===== config.mk =====
export PLATFORM = sky130hd
export DESIGN_NAME = timer_counter_flat
export DESIGN_NICKNAME = d
export VERILOG_FILES = /design/src/rtl/timer_counter_pkg.sv /design/src/rtl/timer_counter_if.sv /design/src/rtl/timer_counter.sv /design/src/flat_wrapper.sv
export SDC_FILE = /design/constraint.sdc
export NUM_CORES = 1
export LEC_CHECK = 0
export CAP_MARGIN = 20
export CORE_MARGIN = 3
export CORE_UTILIZATION = 35
export CTS_CLUSTER_SIZE = 20
export DETAILED_ROUTE_END_ITERATION = 10
export HOLD_SLACK_MARGIN = 0.02
export PLACE_DENSITY = 0.68
export SLEW_MARGIN = 20
export SYNTH_ARGS = -nofsm -noshare
export SYNTH_HDL_FRONTEND = slang
export SYNTH_SLANG_ARGS = --single-unit

===== constraint.sdc =====
create_clock -name clk -period 3.4 [get_ports clk]
set_clock_uncertainty 0.15 [all_clocks]
set_input_delay 0.34 -clock clk [delete_from_list [all_inputs] [get_ports clk]]
set_output_delay 0.34 -clock clk [all_outputs]
set_load 0.01 [all_outputs]

===== src/rtl/timer_counter_pkg.sv =====
// Shared definitions for the memory-mapped down-counter: register offsets,
// CTRL field layout, MODE encodings and FSM state encodings.
package timer_counter_pkg;

  localparam logic [3:0] TC_CTRL   = 4'h0;
  localparam logic [3:0] TC_PRESET = 4'h4;
  localparam logic [3:0] TC_COUNT  = 4'h8;
  localparam logic [3:0] TC_RSVD   = 4'hC;

  localparam int CTRL_EN_BIT   = 0;
  localparam int CTRL_MODE_LSB = 1;
  localparam int CTRL_MODE_MSB = 2;
  localparam int CTRL_IM_BIT   = 3;

  typedef enum logic [1:0] {
    MODE_ONESHOT = 2'b00,
    MODE_RELOAD  = 2'b01,
    MODE_RSVD2   = 2'b10,
    MODE_RSVD3   = 2'b11
  } mode_e;

  typedef enum logic [1:0] {
    ST_IDLE = 2'b00,
    ST_LOAD = 2'b01,
    ST_CNT  = 2'b10,
    ST_INT  = 2'b11
  } state_e;

  // Field order mirrors the CTRL register bit layout {IM, MODE, EN}.
  typedef struct packed {
    logic  im;
    mode_e mode;
    logic  en;
  } ctrl_t;

  function automatic logic [1:0] word_idx(input logic [3:0] offset);
    return offset[3:2];
  endfunction

  // Reserved MODE encodings fall back to one-shot behaviour.
  function automatic logic is_reload(input mode_e mode);
    return (mode == MODE_RELOAD);
  endfunction

endpackage


===== src/rtl/timer_counter_if.sv =====
// Register-window bus between the address bridge (master) and the timer (slave).
interface timer_counter_if #(
  parameter int ADDR_BITS = 4
);
  logic [ADDR_BITS-1:0] addr;
  logic                 we;
  logic [31:0]          wdata;
  logic [31:0]          rdata;

  modport master (
    output addr,
    output we,
    output wdata,
    input  rdata
  );

  modport slave (
    input  addr,
    input  we,
    input  wdata,
    output rdata
  );
endinterface


===== src/rtl/timer_counter.sv =====
// Programmable down-counter with a 3-word register window (CTRL/PRESET/COUNT)
// and a flag-based interrupt request gated by CTRL.IM.
module timer_counter
  import timer_counter_pkg::*;
#(
  parameter int ADDR_BITS = 4
) (
  input  logic              clk,
  input  logic              reset,
  timer_counter_if.slave    bus,
  output logic              irq
);

  logic [ADDR_BITS-1:0] addr_s;
  logic [1:0]           idx_s;
  logic                 unused_addr_s;
  logic                 wr_ctrl_s;
  logic                 wr_preset_s;
  logic                 irq_set_s;

  state_e      state_d, state_q;
  ctrl_t       ctrl_d, ctrl_q;
  logic [31:0] preset_d, preset_q;
  logic [31:0] count_d, count_q;
  logic        irq_flag_d, irq_flag_q;

  assign addr_s        = bus.addr;
  assign idx_s         = addr_s[3:2];
  assign unused_addr_s = ^addr_s[1:0];
  assign wr_ctrl_s     = bus.we && (idx_s == word_idx(TC_CTRL));
  assign wr_preset_s   = bus.we && (idx_s == word_idx(TC_PRESET));

  // Next-state, counter and register-window update logic.
  always_comb begin
    state_d    = state_q;
    ctrl_d     = ctrl_q;
    preset_d   = preset_q;
    count_d    = count_q;
    irq_flag_d = irq_flag_q;
    irq_set_s  = 1'b0;

    case (state_q)
      ST_IDLE: begin
        if (ctrl_q.en) begin
          state_d = ST_LOAD;
        end else begin
          state_d = ST_IDLE;
        end
      end
      ST_LOAD: begin
        count_d = preset_q;
        state_d = ST_CNT;
      end
      ST_CNT: begin
        if (!ctrl_q.en) begin
          state_d = ST_IDLE;
        end else if (count_q == 32'd0) begin
          state_d   = ST_INT;
          irq_set_s = 1'b1;
        end else begin
          count_d = count_q - 32'd1;
        end
      end
      ST_INT: begin
        // Auto-reload skips IDLE so the whole period is PRESET+3 cycles.
        if (is_reload(ctrl_q.mode)) begin
          irq_flag_d = 1'b0;
          state_d    = ST_LOAD;
        end else begin
          ctrl_d.en = 1'b0;
          state_d   = ST_IDLE;
        end
      end
      default: begin
        state_d = ST_IDLE;
      end
    endcase

    // A CPU CTRL write overrides the FSM's own EN clear; expiry beats the flag clear.
    if (wr_ctrl_s) begin
      ctrl_d.en   = bus.wdata[CTRL_EN_BIT];
      ctrl_d.mode = mode_e'(bus.wdata[CTRL_MODE_MSB:CTRL_MODE_LSB]);
      ctrl_d.im   = bus.wdata[CTRL_IM_BIT];
      if (!irq_set_s) begin
        irq_flag_d = 1'b0;
      end else begin
        irq_flag_d = 1'b1;
      end
    end else if (irq_set_s) begin
      irq_flag_d = 1'b1;
    end else begin
      irq_flag_d = irq_flag_d;
    end

    if (wr_preset_s) begin
      preset_d = bus.wdata;
    end else begin
      preset_d = preset_q;
    end
  end

  // State and register flops with synchronous reset.
  always_ff @(posedge clk) begin
    if (reset) begin
      state_q    <= ST_IDLE;
      ctrl_q     <= '{im: 1'b0, mode: MODE_ONESHOT, en: 1'b0};
      preset_q   <= 32'd0;
      count_q    <= 32'd0;
      irq_flag_q <= 1'b0;
    end else begin
      state_q    <= state_d;
      ctrl_q     <= ctrl_d;
      preset_q   <= preset_d;
      count_q    <= count_d;
      irq_flag_q <= irq_flag_d;
    end
  end

  // Zero-wait-state read mux over the register window.
  always_comb begin
    case (idx_s)
      2'd0:    bus.rdata = {28'h0, ctrl_q};
      2'd1:    bus.rdata = preset_q;
      2'd2:    bus.rdata = count_q;
      default: bus.rdata = 32'h0;
    endcase
  end

  assign irq = irq_flag_q & ctrl_q.im;

endmodule


===== src/flat_wrapper.sv =====
// flat-port wrapper written by rule: the top's interface ports become plain ports
module timer_counter_flat import timer_counter_pkg::*;
#(
  parameter int ADDR_BITS = 4
)
  (clk, reset, irq, bus_addr, bus_we, bus_wdata, bus_rdata);
  timer_counter_if #(.ADDR_BITS(ADDR_BITS)) bus_i ();
  input  logic clk;
  input  logic reset;
  output logic irq;
  input wire logic [$bits(bus_i.addr)-1:0] bus_addr;
  input wire logic [$bits(bus_i.we)-1:0] bus_we;
  input wire logic [$bits(bus_i.wdata)-1:0] bus_wdata;
  output wire logic [$bits(bus_i.rdata)-1:0] bus_rdata;
  assign bus_i.addr = bus_addr;
  assign bus_i.we = bus_we;
  assign bus_i.wdata = bus_wdata;
  assign bus_rdata = bus_i.rdata;
  timer_counter #(.ADDR_BITS(ADDR_BITS)) u_core (.clk(clk), .reset(reset), .bus(bus_i), .irq(irq));
endmodule

# [Word level (Yosys, flattened, before mapping)]
# Cells that the tools add are included.
[totals] reg_bits=71 in_bits=39 output_inout_bits=33 wordCells=51
[op_classes] add_sub_neg=1 eq_ne=10 muxes=20 bitwise=1 n_reduce_logical=12
[ops] cell="$pmux W32 S3" count=1
[ops] cell="$mux W32" count=2
[ops] cell="$pmux W32 S2" count=1
[ops] cell="$logic_not A32 Y1" count=1
[ops] cell="$sub A32 B1 Y32 const B" count=1
[ops] cell="$mux W1" count=13
[ops] cell="$pmux W2 S4" count=1
[ops] cell="$eq A2 B1 Y1 const B" count=3
[ops] cell="$eq A2 B2 Y1 const B" count=3
[ops] cell="$reduce_bool A3 Y1" count=2
[ops] cell="$logic_not A2 Y1" count=2
[ops] cell="$mux W2" count=2
[ops] cell="$ne A2 B1 Y1 const B" count=2
[ops] cell="$reduce_and A2 Y1" count=2
[ops] cell="$reduce_bool A2 Y1" count=2
[ops] cell="$ne A3 B3 Y1 const B" count=1
[ops] cell="$reduce_and A3 Y1" count=1
[ops] cell="$logic_and A1 B1 Y1" count=2
[ops] cell="$ne A2 B2 Y1 const B" count=1
[ops] cell="$and A1 B1 Y1" count=1

# [Longest topological paths before layout]
[depth] ltp_word=6 mapped_depth=9 depth_no_buf=7

# [Worst setup path before layout]
# No wires, ideal clock.
[synth_path] kind="register to register" from="reg u_core.count_q[0]" to="reg u_core.count_q[26]" setup_ns=0.117 t_arrival_ns=2.272 required_ns=3.133 path_slack_ns=0.861 path_stages_with_launch=8 n_path_buf=0 period_less_slack_ns=2.539 cell_sequence="dfxtp_1 inv_1 ha_1 or3b_2 nor4_4 nand4_1 or4_1 a32o_1"
[synth_via] elab_chain_cells=4 word_cells_on_any_way=7 cone_classes="add/sub: 1; eq/ne: 1; mux: 3; reduce/logical: 2"
[synth_lines] item="start: declaration" line="timer_counter.sv:24" rtl="logic [31:0] count_d, count_q;"
[synth_lines] item="start signal: assignment" line="timer_counter.sv:114" rtl="count_q <= count_d;"
[synth_lines] item="$sub A32 B1 Y32" line="timer_counter.sv:61" rtl="count_d = count_q - 32'd1;"
[synth_lines] item="$mux W32" line="timer_counter.sv:57" rtl="end else if (count_q == 32'd0) begin"
[synth_lines] item="$mux W32" line="timer_counter.sv:55" rtl="if (!ctrl_q.en) begin"
[synth_lines] item="$pmux W32 S2" line="timer_counter.sv:42" rtl="case (state_q)"
# Several ways; a longest one is shown, not always the timed one. The select of a mux whose other input is x is not followed.
# A chain may end at the register's enable or synchronous reset.

# [Worst setup path after layout]
[layout_path] from="in bus_addr[2]" to="out bus_rdata[17]"
[layout_via] elab_chain_cells=2 word_cells_on_any_way=4 cone_classes="eq/ne: 2; mux: 1; reduce/logical: 1"
[layout_lines] item="start: declaration" line="flat_wrapper.sv:11" rtl="input wire logic [$bits(bus_i.addr)-1:0] bus_addr;"
[layout_lines] item="$eq A2 B2 Y1 (tied with other cells)" line="timer_counter.sv:121" rtl="case (idx_s)"
[layout_lines] item="$pmux W32 S3 *" line="timer_counter.sv:121"
[layout_lines] item="end: declaration" line="flat_wrapper.sv:14" rtl="output wire logic [$bits(bus_i.rdata)-1:0] bus_rdata;"
# Every way passes the cells marked *; elsewhere a longest branch is shown, timed or not.

==> impl_metrics.csv <==
group,metric,value,unit
global_route,antenna_found_initial,0,
cts,clk_pin_slew_worst_paths,0.05,ns
drt,vias,4265,
drt,detail-route-antenna-nets,0,
cells_and_area,finalCoreUtilization,47.30,%
setup_path,reg2reg_from,"u_core.count_q[0]",
setup_path,cp_slowest_cell,"clkdlybuf4s50_1",
setup_path,cp_cell_sequence,"clkdlybuf4s50_1 -> nor2b_2 -> buf_4 -> a22o_1 -> clkdlybuf4s50_1",
setup_path,cp_max_fo,30,
setup_path,crit_type,"input port to output port",
setup_path,critPathCapture,"bus_rdata[17]",
power_and_ir_drop,switching_share,23.34,%
outcome,status,"finished clean",
synth,syn_area_per_cell,7.736,um2
power_and_ir_drop,combPwrFrac,10.5,%
global_route,grt_pass1_wl,21380,um
sta,final.min_clock_period,2.803,ns
synth,synth.most_common_cell,"nand2_1",
cts,cts_inserted_buffers,9,
synth,synth_top_area_cell,"dfxtp_1",
setup_path,crit-reg2reg-capture,"u_core.count_q[12]",
power_and_ir_drop,p_per_area,405.1,mW/mm2
synth,ys_ff_latch,71,
drt,drc,0,
placement,port_buffers,69,
cells_and_area,area_delta_synth_final,28.78,%
global_route,grt.total_usage,20.42,%
synth,synth-seq-area-share,34.93,%
placement,post-dp-hpwl,8810,um
cts,cts_hold_buffers,0,
die,die-area,0.01296,mm2
die,die_w,113.8,um
job,max_cap_viol_count,0,
sta,setup_violations,0,
sta,rsz0062_at_grt,"no",
synth,synth_top_cell_area_share,34.93,%
sta,fin_tns_setup,0,ns
drt,dr.pass1.iters,5,
cells_and_area,layout-drive-gt1-share,8.362,%
power_and_ir_drop,p_leak,0.001880,uW
worst_hold_path,hp-class,"flop to flop",
sta,slew_headroom,49.51,%
synth,synth_edf_count,0,
sta,finalCritPeriodShare,82.43,%
setup_path,cp.arrival,2.31,ns
synth,yosysUniqueCellTypes,51,
drt,wire_per_inst,17.89,um
cts,clockBufferDepth,2,
sta,fmax,356.8,MHz
setup_path,reg2reg_depth,9,
power_and_ir_drop,p_int,1628,uW
synth,syn_area,0.004069,mm2
global_route,gr-total-overflow,0,
die,initial_utilization,36.73,%
drt,route.final.wire_length,12990,um
placement,gp_congestion,0.9361,
cts,cts_root_buf,"clkbuf_16",
die,die_y,113.8,um
setup_path,cpPeakStageDelay,0.67,ns
cells_and_area,num_antenna_cells,0,
setup_path,reg2reg_slack,0.73,ns
cts,post_cts_resized,0,
power_and_ir_drop,p_sw,495.5,uW
setup_path,cp-start-kind,"input port",
power_and_ir_drop,pwr-share-seq,40.7,%
setup_path,worstPathRequired,2.91,ns
die,io_pins,72,
synth,synth_flop_cell,"dfxtp_1",
setup_path,critPathCaptureType,"output port",
cts,insertion_delay,0.34,ns
cts,cts.sinks,71,
synth,synth_common_cells,"nand2_1, dfxtp_1, a21oi_1",
synth,synth_nets,569,
cells_and_area,fin_nets,624,
cts,post_cts_buffers,0,
cts,h-tree-depth,3,
sta,hold_violations,0,
synth,yosys_warnings,0,
global_route,first_global_vias,4225,
setup_path,critPathMostFrequentCell,"clkdlybuf4s50_1",
sta,tightest_slew,0.7565,ns
drt,drtIter0Drc,309,
power_and_ir_drop,p_total,2123,uW
synth,async_reset_ff_share,0,%
power_and_ir_drop,peakVddDrop,0.0002519,V
synth,yosys-top-cells-area,"dfxtp_1, nand2_1, a21oi_1",
die,rows,38,
synth,synth_cells,526,
setup_path,critPathLaunch,"bus_addr[2]",
drt,viasPerCell,5.875,
power_and_ir_drop,p_clk_share,48.8,%
cts,tritoncts,"done",
die,fp.coreArea,0.01108,mm2
sta,slew_violations,0,
global_route,grt_max_degree,39,
worst min-delay path by stage:
stage | startpoint | slack [ns] | to | depth (start not counted)
final | u_core.preset_q[21] | 0.32 | u_core.preset_q[21] | 2
after floorplan | u_core.irq_flag_q | 0.29 | u_core.irq_flag_q | 2
after global routing | u_core.preset_q[12] | 0.34 | u_core.preset_q[12] | 2
after CTS | u_core.preset_q[21] | 0.32 | u_core.preset_q[21] | 2
after global placement | u_core.preset_q[28] | 0.31 | u_core.preset_q[28] | 2
after detailed placement | u_core.preset_q[23] | 0.31 | u_core.preset_q[23] | 2
stage by stage:
stage | std cells | instance area, um2 | worst slack [ns] | hold WS [ns]
after floorplan | 526 | 4069 | 0.8606 | 0.2933
after global placement | 710 | 4915 | 0.5846 | 0.3054
after detailed placement | 710 | 4915 | 0.5340 | 0.3143
after CTS | 726 | 5240 | 0.5771 | 0.3196
after global routing | 726 | 5240 | 0.4328 | 0.3442
final | 726 | 5240 | 0.5974 | 0.3198
cells by family (layout without fill, tap and decap cells):
family | count (synthesis) | in the layout | synth area share, %
AOI/OAI and AO/OA | 177 | 177 | 30.87
adders and majority gates | 4 | 4 | 1.230
buffers and inverters | 57 | 117 | 5.689
DFF | 71 | 71 | 34.93
muxes | 9 | 9 | 2.214
and+or+nand+nor | 208 | 208 | 25.06
sequential cells by signal, summed over array words and instances (netlist names):
signal and cells:
u_core.count_q 32, u_core.ctrl_q 4, u_core.irq_flag_q 1, u_core.preset_q 32, u_core.state_q 2
layout by cell type (no fill, tap or decap), drive strengths merged, types with 14 or more instances in the layout:
cell type and n:
nand2 100, dfxtp 71, clkdlybuf4s50 68, a21oi 60, a22o 28, buf 24, nor2 22, nor3 19
o31ai 18, o311ai 16, nand3 14
worst max-delay path: cells and delay by family:
family          cells  cell delay, ns
compound gates      1            0.21
buf+inv             3            1.55
simple gates        1            0.20
routing by layer:
layer | routed length [um] | GRT usage [%] | share of wire, %
met5 | 0 | 0 | 0
met4 | 294 | 9.422 | 2.3
met3 | 863 | 4.032 | 6.6
met1 | 5939 | 27.66 | 46
met2 | 5894 | 31.33 | 45
final cells by class:
| type | count | area (um2) |
|---|---|---|
| Fill cell | 1117 | 5838 |
| Multi-Input combinational cell | 398 | 2426 |
| Sequential cell | 71 | 1421 |
| Timing Repair Buffer | 92 | 858.3 |
| Clock buffer | 13 | 260.3 |
| Tap cell | 140 | 175.2 |
| Clock inverter | 3 | 65.06 |
| Inverter | 9 | 33.78 |
power by group through the flow:
| stage | logic (uW) | clock network, uW | registers [uW] |
|---|---|---|---|
| global placement | 218 | 0 | 882 |
| finish | 222 | 1040 | 865 |
| detailed placement | 220 | 0 | 882 |
| global route | 243 | 1090 | 866 |
| CTS | 221 | 1050 | 864 |
| floorplan | 121 | 0 | 876 |
Power figures use the tool's default switching activity.
